--- src/rtl/pipe_pkg.sv ---
`default_nettype none
// ============================================================================
// Module      : pipe_pkg
// Description : Shared definitions for the 5-stage pipeline control slice.
//               Holds the stall/flush FSM state encoding, the NOP
//               instruction word and the default memory wait limit.
// Revision    : 1.0 - initial release
// ============================================================================
package pipe_pkg;

    // Stall/flush sequencer states
    localparam logic [1:0] c_st_run  = 2'd0;
    localparam logic [1:0] c_st_wait = 2'd1;
    localparam logic [1:0] c_st_halt = 2'd2;

    // Word loaded into a pipeline register when it is flushed
    localparam logic [31:0] c_nop_instr = 32'h0000_0000;

    // Default number of consecutive mem_busy cycles tolerated
    localparam int c_wait_max_default = 64;

endpackage : pipe_pkg
`default_nettype wire

--- src/rtl/sat_counter.sv ---
`default_nettype none
// ============================================================================
// Module      : sat_counter
// Description : Saturating up-counter. Sticks at all-ones instead of
//               wrapping; i_clear has priority over i_inc.
// Ports       : clk      - clock, rising edge
//               i_clear  - synchronous clear to zero
//               i_inc    - increment request
//               o_count  - current count
// Revision    : 1.0 - initial release
// ============================================================================
module sat_counter #(
    parameter int WIDTH = 16
) (
    input  logic             clk,
    input  logic             i_clear,
    input  logic             i_inc,
    output logic [WIDTH-1:0] o_count
);

    localparam logic [WIDTH-1:0] c_max = '1;

    logic [WIDTH-1:0] r_count;

    always_ff @(posedge clk) begin
        if (i_clear) begin
            r_count <= '0;
        end else if (i_inc && (r_count != c_max)) begin
            r_count <= r_count + WIDTH'(1);
        end
    end

    assign o_count = r_count;

endmodule : sat_counter
`default_nettype wire

--- src/rtl/pipeline_ctrl.sv ---
`default_nettype none
// ============================================================================
// Module      : pipeline_ctrl
// Description : Central stall/flush sequencer for the 5-stage MIPS pipeline.
//               Arbitrates memory busy (freeze), taken branch (flush) and
//               load-use (one bubble) requests, drives the PC and pipeline
//               register enables/flushes, keeps saturating performance
//               counters and a sticky memory-timeout error.
// Ports       : clk, reset          - clock / synchronous active-high reset
//               load_use           - hazard unit stall request
//               branch_taken_mem   - branch in MEM resolved taken
//               mem_busy           - data memory not done this cycle
//               pc_write           - PC load enable
//               if_id_write        - IF/ID load enable
//               if_id_flush        - IF/ID load NOP
//               id_ex_flush        - ID/EX load NOP (bubble)
//               ex_mem_flush       - EX/MEM load NOP
//               pipe_en            - ID/EX, EX/MEM, MEM/WB enable
//               mem_timeout        - sticky memory timeout error
//               stall_cycles       - saturating count of pc_write=0 cycles
//               flush_events       - saturating count of branch flushes
// Revision    : 1.0 - initial release
// ============================================================================
module pipeline_ctrl
    import pipe_pkg::*;
#(
    parameter int WAIT_MAX = c_wait_max_default,
    parameter int CNT_W    = 16
) (
    input  logic             clk,
    input  logic             reset,
    input  logic             load_use,
    input  logic             branch_taken_mem,
    input  logic             mem_busy,
    output logic             pc_write,
    output logic             if_id_write,
    output logic             if_id_flush,
    output logic             id_ex_flush,
    output logic             ex_mem_flush,
    output logic             pipe_en,
    output logic             mem_timeout,
    output logic [CNT_W-1:0] stall_cycles,
    output logic [CNT_W-1:0] flush_events
);

    localparam int                  c_wcnt_w    = $clog2(WAIT_MAX + 1);
    // Busy cycle that, if still busy, makes the count reach WAIT_MAX
    localparam logic [c_wcnt_w-1:0] c_wait_last = c_wcnt_w'(WAIT_MAX - 1);

    logic [1:0]          r_state;
    logic [1:0]          w_next_state;
    logic [c_wcnt_w-1:0] r_wait_cnt;
    logic [c_wcnt_w-1:0] w_wait_cnt_nxt;
    logic                w_timeout_set;
    logic                r_guard;
    logic                w_guard_nxt;
    logic                r_mem_timeout;
    logic                w_flush_evt;

    logic w_pc_write;
    logic w_if_id_write;
    logic w_if_id_flush;
    logic w_id_ex_flush;
    logic w_ex_mem_flush;
    logic w_pipe_en;

    // ------------------------------------------------------------------
    // State register
    // ------------------------------------------------------------------
    always_ff @(posedge clk) begin
        if (reset) begin
            r_state       <= c_st_run;
            r_wait_cnt    <= '0;
            r_guard       <= 1'b0;
            r_mem_timeout <= 1'b0;
        end else begin
            r_state    <= w_next_state;
            r_wait_cnt <= w_wait_cnt_nxt;
            r_guard    <= w_guard_nxt;
            if (w_timeout_set) begin
                r_mem_timeout <= 1'b1;
            end
        end
    end

    // ------------------------------------------------------------------
    // Next-state logic
    // ------------------------------------------------------------------
    always_comb begin
        w_next_state   = r_state;
        w_wait_cnt_nxt = r_wait_cnt;
        w_timeout_set  = 1'b0;
        case (r_state)
            c_st_run: begin
                if (mem_busy) begin
                    w_next_state   = c_st_wait;
                    w_wait_cnt_nxt = c_wcnt_w'(1);
                end
            end
            c_st_wait: begin
                if (!mem_busy) begin
                    w_next_state = c_st_run;
                end else if (r_wait_cnt >= c_wait_last) begin
                    w_next_state   = c_st_halt;
                    w_wait_cnt_nxt = r_wait_cnt + c_wcnt_w'(1);
                    w_timeout_set  = 1'b1;
                end else begin
                    w_wait_cnt_nxt = r_wait_cnt + c_wcnt_w'(1);
                end
            end
            c_st_halt: begin
                w_next_state = c_st_halt;
            end
            default: begin
                w_next_state = c_st_run;
            end
        endcase
    end

    // ------------------------------------------------------------------
    // Mealy output logic. A WAIT cycle with mem_busy low already follows
    // the RUN rules, so "not halted and not busy" selects the RUN table.
    // The guard is held across freezes so a deferred load-use still gets
    // its single bubble once memory completes.
    // ------------------------------------------------------------------
    always_comb begin
        w_pc_write     = 1'b0;
        w_if_id_write  = 1'b0;
        w_if_id_flush  = 1'b0;
        w_id_ex_flush  = 1'b0;
        w_ex_mem_flush = 1'b0;
        w_pipe_en      = 1'b0;
        w_guard_nxt    = r_guard;
        w_flush_evt    = 1'b0;

        if (reset) begin
            w_if_id_flush  = 1'b1;
            w_id_ex_flush  = 1'b1;
            w_ex_mem_flush = 1'b1;
        end else if ((r_state != c_st_halt) && !mem_busy) begin
            if (branch_taken_mem) begin
                // Flush wins over load-use: the stalled instruction is
                // squashed by the flush anyway.
                w_pc_write     = 1'b1;
                w_if_id_write  = 1'b1;
                w_if_id_flush  = 1'b1;
                w_id_ex_flush  = 1'b1;
                w_ex_mem_flush = 1'b1;
                w_pipe_en      = 1'b1;
                w_guard_nxt    = 1'b0;
                w_flush_evt    = 1'b1;
            end else if (load_use && !r_guard) begin
                w_id_ex_flush = 1'b1;
                w_pipe_en     = 1'b1;
                w_guard_nxt   = 1'b1;
            end else begin
                w_pc_write    = 1'b1;
                w_if_id_write = 1'b1;
                w_pipe_en     = 1'b1;
                w_guard_nxt   = 1'b0;
            end
        end
    end

    assign pc_write     = w_pc_write;
    assign if_id_write  = w_if_id_write;
    assign if_id_flush  = w_if_id_flush;
    assign id_ex_flush  = w_id_ex_flush;
    assign ex_mem_flush = w_ex_mem_flush;
    assign pipe_en      = w_pipe_en;
    assign mem_timeout  = r_mem_timeout;

    // ------------------------------------------------------------------
    // Performance counters
    // ------------------------------------------------------------------
    sat_counter #(
        .WIDTH (CNT_W)
    ) u_stall_cnt (
        .clk     (clk),
        .i_clear (reset),
        .i_inc   (!reset && !w_pc_write),
        .o_count (stall_cycles)
    );

    sat_counter #(
        .WIDTH (CNT_W)
    ) u_flush_cnt (
        .clk     (clk),
        .i_clear (reset),
        .i_inc   (w_flush_evt),
        .o_count (flush_events)
    );

endmodule : pipeline_ctrl
`default_nettype wire

--- config.mk ---
export PLATFORM = sky130hd
export DESIGN_NAME = pipeline_ctrl
export DESIGN_NICKNAME = d
export VERILOG_FILES = /design/src/rtl/pipe_pkg.sv /design/src/rtl/sat_counter.sv /design/src/rtl/pipeline_ctrl.sv
export SDC_FILE = /design/constraint.sdc
export NUM_CORES = 1
export LEC_CHECK = 0
export CAP_MARGIN = 0
export CELL_PAD_IN_SITES_DETAIL_PLACEMENT = 0
export CELL_PAD_IN_SITES_GLOBAL_PLACEMENT = 1
export CORE_UTILIZATION = 42
export DETAILED_ROUTE_END_ITERATION = 8
export GPL_TIMING_DRIVEN = 0
export HOLD_SLACK_MARGIN = 0.06
export PLACE_DENSITY_LB_ADDON = 0.1
export SKIP_CTS_REPAIR_TIMING = 1
export SYNTH_ARGS = -nofsm -noshare
export SYNTH_HDL_FRONTEND = slang
export SYNTH_SLANG_ARGS = --single-unit
--- constraint.sdc ---
create_clock -name clk -period 2.94 [get_ports clk]
set_clock_uncertainty 0.1 [all_clocks]
set_input_delay 0.441 -clock clk [delete_from_list [all_inputs] [get_ports clk]]
set_output_delay 0.441 -clock clk [all_outputs]
set_load 0.05 [all_outputs]
==> flow_results.org, run 1 <==
** Timing
- Minimum setup slack in the final design :: 219 ps
- Total count of max-transition violations in the final report :: 0
- Setup violations remaining at the end of the flow were counted as 0.
- Minimum period implied by the final worst setup slack :: 2720 ps
- Fmax :: 0.368 GHz
- Setup repair after global routing missed its margin :: false
- The worst pin sits at a relative slew slack of 63.9%.
- The final hold violation count is 0.
- Of the available clock period, the critical path in the final layout requires 92.5%.
- Worst Max-Slew Pin Slew :: 541 ps

** Global route
- Overall routing resource usage :: 19.4%
- Fraction of met2 tracks used by global routing :: 32.6%
- The first global-routing pass estimated 8300 um of wire.
- Pin count of the biggest net entering global routing :: 13
- Initial antenna violation count :: 0
- Global-route met1 utilization :: 24.7%
- Vias in the first global route :: 1810
- After global routing, the most crowded layer is met2.
- Global route total overflow :: 0
- Global routing used 4.15% of the available met3 tracks.

** Worst setup path
- Peak per-stage delay on the critical path :: 470 ps
- Sequence of cells on the critical path :: clkdlybuf4s50_1, clkbuf_8, clkbuf_1, nor4_2, dlymetal6s2s_1
- Of all nets on the critical path, the largest fanout is 10.
- FF-to-FF Start :: u_flush_cnt.o_count[0]
- Kind of end point of the critical path :: output pin
- Reg-to-Reg End :: u_flush_cnt.o_count[2]
- Critical setup path kind :: input pin to output pin
- STA classifies the critical path startpoint as an input pin.
- The slowest stage of the critical path belongs to the cell sky130_fd_sc_hd__dlymetal6s2s_1.
- The worst register-to-register path has a depth of 7.
- Required time reported for the critical path endpoint :: 2400 ps
- Across all register-to-register paths, the minimum setup slack is 650 ps.
- Arrival time at the worst endpoint :: 2180 ps

** Finish
- Combined area of the multi-input logic cells :: 1280 um^2
- In the final layout, flip-flops and latches occupy 861 um^2.
- # fillers :: 524
- Area Overhead vs Synth :: 27.7%
- Final design instance area without fill :: 2870 um^2
- Fraction of final layout cells sized beyond drive strength 1 :: 10.6%
- For this run, the post-layout net count is 310.
- 0 antenna diodes ended up in the layout.
- Measured on the finished design, the core utilization comes to 55.8%.

** Floorplanning
- Chip width :: 75.2 um
- In this run the count of I/O pins placed on the die edge is 44.
- In this run the standard cell core region covers 5140 um^2.
- The die covers 5650 um^2.
- The floorplan step set the die height to 75.2 um.
- The floorplan has 26 rows.
- Starting Density :: 43.7%

** Placement
- At the end of routability-driven placement, the weighted congestion stood at 0.751.
- After legalization and detailed placement, the total HPWL measured 3610 um.
- Prior to clock tree synthesis, the placed netlist has a worst setup slack of -334 ps.
- Once placement finished, the instance area stood at 2770 um^2.
- Number of port buffers :: 43

** Yosys
- Synth Cell Area :: 2250 um^2
- Counting every net in the synthesized netlist gives 260.
- Portion of the post-synthesis area used by sequential elements :: 38.3%
- Biggest area consumer among synthesized cells :: sky130_fd_sc_hd__dfxtp_1
- Portion of synthesized cell area occupied by the leading cell type :: 38.3%
- Yosys printed 0 warnings.
- Unique cell type count in the Yosys netlist :: 57
- Top cells by area in the synthesized netlist :: sky130_fd_sc_hd__dfxtp_1 (38%), sky130_fd_sc_hd__nor2_1 (5.7%), sky130_fd_sc_hd__xnor2_1 (5.5%)
- Synthesized area divided by synthesized cell count :: 8.92 um^2
- Gate count after technology mapping :: 252
- For this run, asynchronously set or reset flops after synthesis account for 0%.
- The most used flip-flop cell after synthesis is sky130_fd_sc_hd__dfxtp_1.
- In this run, synthesis inferred 0 flip-flops with an integrated enable.
- Post-synthesis register bit count :: 43

** Run status
- Result of the run :: completed

** Routing
- For this block, the initial DRC count from the detailed router was 77.
- Remaining routing DRC violations :: 0
- Dividing the detail-routed via count by the number of cells gives 5.28.
- After detailed routing, the total wire length is 5030 um.
- Before antenna repair, the detailed router went through 4 iterations.
- Across all layers, the routed design uses 1963 vias.
- Routed wire length per instance :: 13.5 um
- Post-detailed-route count of antenna-violating nets :: 0

** Clock network
- Skew-Pair Late Insertion Delay :: 290 ps
- Counting every sink on the clock net gives 43.
- Clock-pin slew was measured on the worst setup and hold paths at 80 ps.
- Clock root cell :: sky130_fd_sc_hd__clkbuf_8
- Clock tree from TritonCTS :: built
- Clock tree buffer depth :: 2
- Clock tree synthesis inserted a total of 5 buffers.
- Maximum level of the CTS H-tree :: 2

** Worst hold path
- The worst hold path was traced through 2 stages.
- The startpoint identified for the worst hold timing path is mem_timeout.
- The min-delay analysis places its worst path in the category flip-flop to flip-flop.
- WHS Endpoint :: mem_timeout

** Power and ir drop
- Total power of the final layout :: 1.11 mW
- VDD sags by at most 0.229 mV.
- Leak Pwr :: 1.03 nW
- For this design the ratio of total power to cell area is 387 nW/um^2.

** Job
- Number of violations of the max-capacitance limit :: 0
[per-layer routing]
layer  vias to the layer above  wire [um]  part of all wire (%)
met3                         5        183                   3.6
met1                       909       2340                    46
met4                         0         60                   1.2
li1                       1009          -                     -
met5                         -          0                     0
met2                        40       2450                    49
[metrics by stage]
stage	setup TNS [ps]	std cells	hold WS (ps)
floorplan	0	252	355
global placement	-791	365	339
detailed placement	-750	365	346
CTS	-748	372	360
global route	0	372	406
finish	0	372	357
[cells in the final DEF, fill, tap and decap left out, types with 6 or more instances in the layout]
| cell type | count |
|---|---|
| sky130_fd_sc_hd__a21oi_1 | 10 |
| sky130_fd_sc_hd__inv_1 | 6 |
| sky130_fd_sc_hd__xor2_1 | 9 |
| sky130_fd_sc_hd__nor2_1 | 34 |
| sky130_fd_sc_hd__nand3_1 | 15 |
| sky130_fd_sc_hd__clkdlybuf4s50_1 | 37 |
| sky130_fd_sc_hd__xnor2_1 | 14 |
| sky130_fd_sc_hd__clkbuf_8 | 8 |
| sky130_fd_sc_hd__dfxtp_1 | 43 |
| sky130_fd_sc_hd__nor3_1 | 9 |
| sky130_fd_sc_hd__nand2_1 | 14 |
| sky130_fd_sc_hd__nand4_1 | 14 |
[worst max-delay path: cells and delay by family]
kind                   cells  cell delay (ps)
buffers and inverters      4             1360
and+or+nand+nor            1              380
[cell families (layout without fill, tap and decap cells)]
logic type	Yosys count	in the layout	synth area share (%)
and+or+nand+nor	126	126	32.9
DFF	43	43	38.3
AOI/OAI and AO/OA	37	37	12.3
xor gates and xnor gates	23	23	8.96
buffers and inverters	18	68	4.95
adders and majority gates	3	3	1.67
muxes	2	2	0.946
[how the worst max path moves through the flow]
stage | slack [ps] | startpoint | end | depth (start not counted)
finish | 220 | reset | if_id_write | 5
global route | 90 | reset | if_id_write | 5
CTS | -340 | reset | pc_write | 6
detailed placement | -330 | reset | pc_write | 6
global placement | -350 | reset | pc_write | 6
floorplan | 240 | reset | pc_write | 4
[synthesized netlist by cell type (3+ instances only)]
cell / number
sky130_fd_sc_hd__a21o_1: 4
sky130_fd_sc_hd__inv_1: 6
sky130_fd_sc_hd__clkbuf_1: 5
sky130_fd_sc_hd__nor2b_1: 5
sky130_fd_sc_hd__xor2_1: 9
sky130_fd_sc_hd__nand4_1: 14
sky130_fd_sc_hd__nor3b_1: 3
sky130_fd_sc_hd__nor3_1: 9
sky130_fd_sc_hd__nor4_1: 3
sky130_fd_sc_hd__o21ai_0: 3
sky130_fd_sc_hd__nand2b_1: 4
sky130_fd_sc_hd__a21oi_1: 10
sky130_fd_sc_hd__xnor2_1: 14
sky130_fd_sc_hd__and4_1: 3
sky130_fd_sc_hd__nor2_1: 34
sky130_fd_sc_hd__nand2_1: 14
sky130_fd_sc_hd__and3_1: 5
sky130_fd_sc_hd__dfxtp_1: 43
sky130_fd_sc_hd__ha_1: 3
sky130_fd_sc_hd__nand3_1: 15
[where the power goes]
| part | internal [mW] | switching [mW] | total, mW | leakage (nW) |
|---|---|---|---|---|
| registers | 0.590 | 0.00968 | 0.600 | 0.348 |
| clock network | 0.185 | 0.197 | 0.382 | 0.0470 |
| logic | 0.0484 | 0.0801 | 0.128 | 0.638 |
| total | 0.823 | 0.287 | 1.11 | 1.03 |
[cell type report]
| cell class | count | share of cell area [%] |
|---|---|---|
| plain buffers | 12 | 3.10 |
| clock buffers | 6 | 2.88 |
| clock inverters | 1 | 0.174 |
| inverters | 6 | 0.785 |
| multi-input cells | 191 | 44.7 |
| flip-flops and latches | 43 | 30.0 |
| well taps | 70 | 3.05 |
| repair buffers | 43 | 15.3 |
[state kept, by name, summed over array words and instances (netlist names)]
name and count:
u_flush_cnt.o_count 16, r_wait_cnt 7, u_stall_cnt.o_count 16, r_state 2, r_guard 1, mem_timeout 1
Power figures use the tool's default switching activity.
==> inputs of run 2 (changes only) <==
- ABC_AREA: not set -> 1
- CORE_UTILIZATION: 42 -> 39
- GPL_ROUTABILITY_DRIVEN: not set -> 0
==> flow_results.org, run 2 <==
** Run status
- Result of the run :: completed

** Worst hold path
- The startpoint identified for the worst hold timing path is reset.
- Type of the worst min-delay path :: input pin to flip-flop

** Timing
- The aggregate negative setup slack came to 0 ps (unchanged).
- The hold slack was 326 ps (-30.2 ps).
- Worst max-slew margin expressed relative to the limit :: 64.4% (+0.52 points)
- Finish-stage setup viols :: 0 (unchanged)
- Total count of max-transition violations in the final report :: 0 (unchanged)
- Minimum setup slack in the final design :: 123 ps (-96.2 ps)
- Worst Max-Slew Pin Slew :: 534 ps (-6.95 ps)
- Setup repair after global routing missed its margin :: false
- Fmax :: 0.355 GHz (-3.4%)
- The final hold violation count was 0 (unchanged).
- Tcrit/Tclk final :: 95.8% (+3.3 points)
- The minimum period implied by the final worst setup slack was 2820 ps (+96.2 ps).

** Placement
- The cell total after placement is 494 (+35%).
- Final HPWL DP :: 4250 um (+18%)
- Dpl cell area :: 2940 um^2 (+6.1%)
- Pre-CTS setup slack :: 131 ps (+465 ps)
- The number of port buffers came to 42 (-2.3%).

** Worst setup path
- Type of origin of the critical path :: input pin
- Required time reported for the critical path endpoint :: 2400 ps (about the same)
- On the critical path the largest part of the delay comes from buffers and inverters.
- The critical path buffer and inverter count is 3 (-1).
- Launching instance or port of the critical path :: mem_busy
- The critical path goes through clkdlybuf4s50_1, a21oi_2, nand2_1, nor2_1, buf_4, clkdlybuf4s50_1.
- In this run the critical register-to-register path is launched from u_stall_cnt.o_count[0].
- The largest individual stage delay along the critical path comes from the cell sky130_fd_sc_hd__clkdlybuf4s50_1.
- Max FO, Critical Path :: 5 (-5)
- Critical setup path kind :: input pin to output pin
- Peak per-stage delay on the critical path :: 790 ps (+320 ps)
- Among the stages of the critical path, the cell type that occurs most often is sky130_fd_sc_hd__clkdlybuf4s50_1.
- Arrival time at the worst endpoint :: 2280 ps (+100 ps)
- The worst setup path is captured at an output pin.

** Power and ir drop
- The power per cell area came to 412 nW/um^2 (+6.4%).
- The static power due to leakage came to 1.11 nW (+7.1%).
- The power dissipated by switching net loads is 0.299 mW (+4.3%).
- The switching power share of the total is 23.6% (-2.2 points).
- Part of the power in combinational logic :: 9.6% (-2.0 points)
- Clock share of power :: 43.3% (+8.9 points)
- The maximum vdd drop came to 0.189 mV (-18%).
- Part of the total power dissipated in sequential elements :: 47.1% (-6.9 points)
- Internal Dissipation :: 0.967 mW (+17%)
- The total design power was 1.27 mW (+14%).

** Yosys
- Sorting the synthesized cells by area gives the leading types as sky130_fd_sc_hd__dfxtp_1 (35%), sky130_fd_sc_hd__nand2_1 (20%), sky130_fd_sc_hd__nor2_1 (6.8%).
- Synthesized area divided by synthesized cell count :: 6.44 um^2 (-28%)
- The post-synthesis async set-or-reset flop share is 0% (unchanged).
- Portion of the post-synthesis area used by sequential elements :: 35.4% (-2.8 points)
- By count the netlist is led by sky130_fd_sc_hd__nand2_1 (130), sky130_fd_sc_hd__nor2_1 (44), sky130_fd_sc_hd__dfxtp_1 (43).
- Warnings, synthesis :: 0 (unchanged)
- Synth Flop Type :: sky130_fd_sc_hd__dfxtp_1
- Dominant cell by count in the synthesized netlist :: sky130_fd_sc_hd__nand2_1
- The synthesized netlist cell count was 377 (+50%).
- The area share of the leading cell type in the synthesized netlist is 35.4% (-2.8 points).
- The number of library cell types mapped by synthesis is 28 (-51%).
- Number of enable flip-flop cells after synthesis :: 0 (unchanged)
- The largest total area in the synthesized netlist belongs to sky130_fd_sc_hd__dfxtp_1.
- Post-synthesis register bit count :: 43 (unchanged)
- Synthesized netlist net count :: 385 (+48%)
- The area of the mapped netlist came to 2430 um^2 (+8.0%).

** Routing
- The number of optimization iterations in the first detailed-route pass was 4 (unchanged).
- Number of violations reported at the end of detailed-routing iteration 0 :: 120 (+56%)
- The number of remaining DRC errors is 0 (unchanged).
- The average routed wire per standard cell was 11.8 um (-13%).
- The number of vias per cell is 4.82 (-8.6%).
- The total wire length is 5910 um (+17%).
- The total number of vias came to 2422 (+23%).
- The post-route antenna net violation count was 0 (unchanged).

** Finish
- The antenna diode instance count is 0 (unchanged).
- Number of cells in the finished layout apart from fillers :: 502 (+35%)
- The area of all placed cells without fillers is 3080 um^2 (+7.1%).
- Fraction of final layout cells sized beyond drive strength 1 :: 6.56% (-4.0 points)
- The library cells used most frequently in the layout, excluding fill and tap cells, are sky130_fd_sc_hd__nand2_1 (130), sky130_fd_sc_hd__nor2_1 (44), sky130_fd_sc_hd__dfxtp_1 (43), sky130_fd_sc_hd__clkdlybuf4s50_1 (42).
- The library cell used most frequently in the layout, excluding fill and tap cells, is sky130_fd_sc_hd__nand2_1.
- Compared with the post-synthesis result, the final layout area differs by 26.6%.
- End-of-flow core utilization :: 51.6% (-4.2 points)
- The net count reported at finish is 434 (+40%).

** Clock network
- Clock-pin slew on the worst setup and hold paths :: 90 ps (about the same)
- The maximum buffer depth of the clock tree came to 2 (unchanged).
- Skew-Pair Late Insertion Delay :: 300 ps (about the same)
- Clock tree from TritonCTS :: built
- CTS sink cnt :: 43 (unchanged)
- The level count of the clock H-tree is 2 (unchanged).
- The number of buffers added by the clock tree synthesis step came to 5 (unchanged).
- Clock root cell :: sky130_fd_sc_hd__clkbuf_8

** Floorplanning
- The number of top-level pins is 44 (unchanged).
- Chip width :: 80.9 um (+7.6%)
- The core outline area came to 5960 um^2 (+16%).
- Placement row count :: 28 (+7.7%)
- The initial standard-cell utilization of the core was 40.8% (-3.0 points).
- The area of the die was 6550 um^2 (+16%).
- Die height :: 80.9 um (+7.6%)

** Global route
- The global routing usage on met2 was 30.7% (-2.0 points).
- Layer carrying the most global-route usage :: met2
- Global-route met1 utilization :: 27.7% (+3.0 points)
- Overall routing resource usage :: 19.7% (+0.22 points)
- The fraction of met3 tracks used by global routing came to 3.71% (-0.44 points).
- Wire length of the first global-routing pass :: 10000 um (+21%)
- Pin count of the biggest net entering global routing :: 14 (+1)
- Vias in the first global route :: 2091 (+16%)
- The initial antenna violation count came to 0 (unchanged).
- Global route total overflow :: 0 (unchanged)

** Job
- The number of violations of the max-capacitance limit came to 0 (unchanged).
[run 2: area by class of cell]
class                      count  area [um^2]
tap                           75         93.8
inverter                      33          124
clock inverter                 2         60.1
timing repair buffer          42          420
fill                         630         2880
buffer                        12         68.8
clock buffer                   6         72.6
sequential                    43          861
multi-input combinational    289         1380
[run 2: metal layers]
layer / part of all wire, % / vias up
li1: - / 1300
met2: 42 / 38
met1: 53 / 1077
met5: 0 / -
met4: 0.97 / 0
met3: 3.4 / 7
[run 2: path summary, 6_finish.rpt]
check                       endpoint  slack, ps  cells past startpoint
max reg2reg  u_stall_cnt.o_count[10]       1010                      9
min           u_flush_cnt.o_count[2]        330                      2
max                         pc_write        120                      6
min reg2reg               r_state[0]        350                      1
[run 2: power groups by stage]
stage          clock (mW)  sequential [mW]  combinational (mW)
6_report            0.549            0.596               0.121
5_1_grt             0.589            0.598               0.132
4_1_cts             0.565            0.596               0.122
3_5_place_dp            0            0.610               0.122
3_3_place_gp            0            0.610               0.122
2_1_floorplan           0            0.623              0.0676
[run 2: cell families (layout without fill, tap and decap cells)]
group | after synthesis | count (layout) | synth area share (%)
AOI/OAI and AO/OA | 51 | 51 | 11.6
xor gates and xnor gates | 13 | 13 | 4.69
adders and majority gates | 3 | 3 | 1.55
buffers and inverters | 45 | 95 | 7.93
DFF | 43 | 43 | 35.4
and+or+nand+nor | 222 | 222 | 38.8
==> RTL change: new RTL, settings of run 2 <==
Put one more register stage on the output `mem_timeout`, with the module's reset. The value now appears one clock later. The other outputs are not delayed to match.
--- a/src/rtl/pipeline_ctrl.sv
+++ b/src/rtl/pipeline_ctrl.sv
@@ -168,7 +168,13 @@
     assign id_ex_flush  = w_id_ex_flush;
     assign ex_mem_flush = w_ex_mem_flush;
     assign pipe_en      = w_pipe_en;
-    assign mem_timeout  = r_mem_timeout;
+    always_ff @(posedge clk) begin
+        if (reset) begin
+            mem_timeout <= '0;
+        end else begin
+            mem_timeout <= r_mem_timeout;
+        end
+    end
 
     // ------------------------------------------------------------------
     // Performance counters
Behaviour: no difference found for any inputs over 10 cycles, from zero or initial values and one cycle with reset high; that may be too few to reach the edited logic, so the function may still have changed.
==> RTL change against run 2 <==
  * Non-clock buffer count unchanged
  * Maximum frequency is 3.4% higher
  * Sequential cell count rose by 1
  * Largest power group unchanged
  * Power shrank 3.1%
  * First-iteration DRC count shrank 45%
  * Wire length up 3.7%
  * Global-route usage down 1.1 points
  * Via count increased by 0.83%
  * Hold slack worse by 0.0079 ns
  * Core utilization is 1.2 points lower
  * Cell area up 3.5%
  * Synthesized area up 4.9%
  * Setup slack improved by 0.093 ns
==> RTL change: results (changes against run 2) <==
| Metric | Value |
|---|---|
| Outcome | completed |
| Via density | 4.894 (+1.4%) |
| GRT met2 Usage | 29.73% (-0.94 points) |
| Compound-Gate Fraction of Synth Area | 12.27% (+0.68 points) |
| Mux cell area share after synthesis | 0% (unchanged) |
| Placed Area | 3065 µm² (+4.2%) |
| Largest net degree at the start of global routing | 15 (+1) |
| Nets | 429 (-1.2%) |
| Initial drt markers | 66 (-45%) |
| HPWL after DPL | 4.465 mm (+5.0%) |
| Netlist cell types | 31 (+11%) |
| Arr. time, crit path | 2.18 ns (-0.10 ns) |
| VDD IR max | 0.2008 mV (+6.4%) |
| Post-Syn Nets | 380 (-1.3%) |
| First-pass GRT wire length | 10.51 mm (+5.0%) |
| Root buf cell | clkbuf_8 |
| Seq/Total Area, Yosys | 34.56% (-0.89 points) |
| Vias in the first global route | 2263 (+8.2%) |
| CP Max Fanout | 3 (-2) |
| Worst reg2reg setup slack | 1.20 ns (+0.19 ns) |
| XOR/XNOR share of the synthesized area | 4.467% (-0.22 points) |
| Sw Ratio | 26.75% (+3.1 points) |
| GR Util met1 | 25.58% (-2.1 points) |
| DRT Wirelength | 6.122 mm (+3.7%) |
| Worst Tran Pin Value | 0.6810 ns (+0.1473 ns) |
| Fillers | 669 (+6.2%) |
| Leakage | 1.144 nW (+3.5%) |
| Met3 Use GR | 3.579% (-0.13 points) |
| Synth area leaders | dfxtp_1 35%, nand2_1 17%, nor2_1 5.9%, a21oi_1 5.3%, nand3_1 4.3% |
| Min-delay worst type | in -> reg |
| Commonest cells post-synth | 117 x nand2_1, 44 x dfxtp_1, 40 x nor2_1, 27 x a21oi_1, 27 x inv_1 |
| Reg-to-Reg End | u_stall_cnt.o_count[4] |
| Adder-cell share of the synthesized area | 1.473% (-0.073 points) |
| Layout cells sized above 1 | 13.98% (+7.4 points) |
| Total GRT Usage | 18.54% (-1.1 points) |
| Critical Path End | id_ex_flush |
==> RTL change: cell types whose count changed after synthesis, moves of 4 or more <==
cell,change
a21oi_2,+4
inv_1,-5
nor2_1,-4
nand3_2,+5
nand2_2,+9
nand2_1,-13
a21oi_1,-5
==> RTL change: cells by family after synthesis <==
family / after synthesis
AO/OA/AOI/OAI: 51
adder cells (fa/ha/maj): 3
XOR/XNOR: 13
buffers and inverters: 42
AND/OR/NAND/NOR: 219
flip-flops: 44
==> RTL change: critical path, stage by stage <==
cell	delay [ns]
clkdlybuf4s50_1	0.56
nand3b_1	0.17
nand2_1	0.10
a31o_2	0.22
clkdlybuf4s50_1	0.69
==> RTL change: stage by stage <==
step	TNS [ns]	std cells	util, %	worst slack [ns]	hold WS (ns)
global route	0	499	50.40	0.1390	0.3401
global placement	-0.02552	491	48.55	-0.02552	0.3207
finish	0	499	50.40	0.2162	0.3184
floorplan	0	372	-	0.5755	0.3046
detailed placement	-0.01648	491	48.55	-0.01648	0.3174
CTS	-0.02760	499	50.32	-0.02760	0.3065
==> RTL change: power by group through the flow <==
stage	Sequential (mW)	Clock, mW	Combinational [mW]
floorplan	0.639	0	0.0792
global placement	0.625	0	0.137
detailed placement	0.625	0	0.137
CTS	0.611	0.493	0.138
global route	0.613	0.515	0.146
finish	0.611	0.480	0.136
==> RTL change: worst min-delay path by stage <==
stage	start	end	slack [ns]
floorplan	r_mem_timeout	mem_timeout	0.30
global placement	r_mem_timeout	mem_timeout	0.32
detailed placement	r_mem_timeout	mem_timeout	0.32
CTS	reset	r_state[1]	0.31
global route	reset	r_state[1]	0.34
finish	reset	r_state[1]	0.32
==> RTL change: cell type report <==
type                       instances  share of cell area (%)
buffer                            12                   2.674
clock buffer                       5                   2.163
clock inverter                     3                   1.337
inverter                          30                   3.539
multi-input combinational        286                   46.21
sequential                        44                   27.68
tap                               77                   3.028
timing repair buffer              42                   13.37
==> RTL change: metal layers <==
| layer | part of all wire (%) | vias up |
|---|---|---|
| li1 | - | 1291 |
| met1 | 51 | 1105 |
| met4 | 0.93 | 0 |
| met2 | 44 | 41 |
| met5 | 0 | - |
| met3 | 3.5 | 5 |
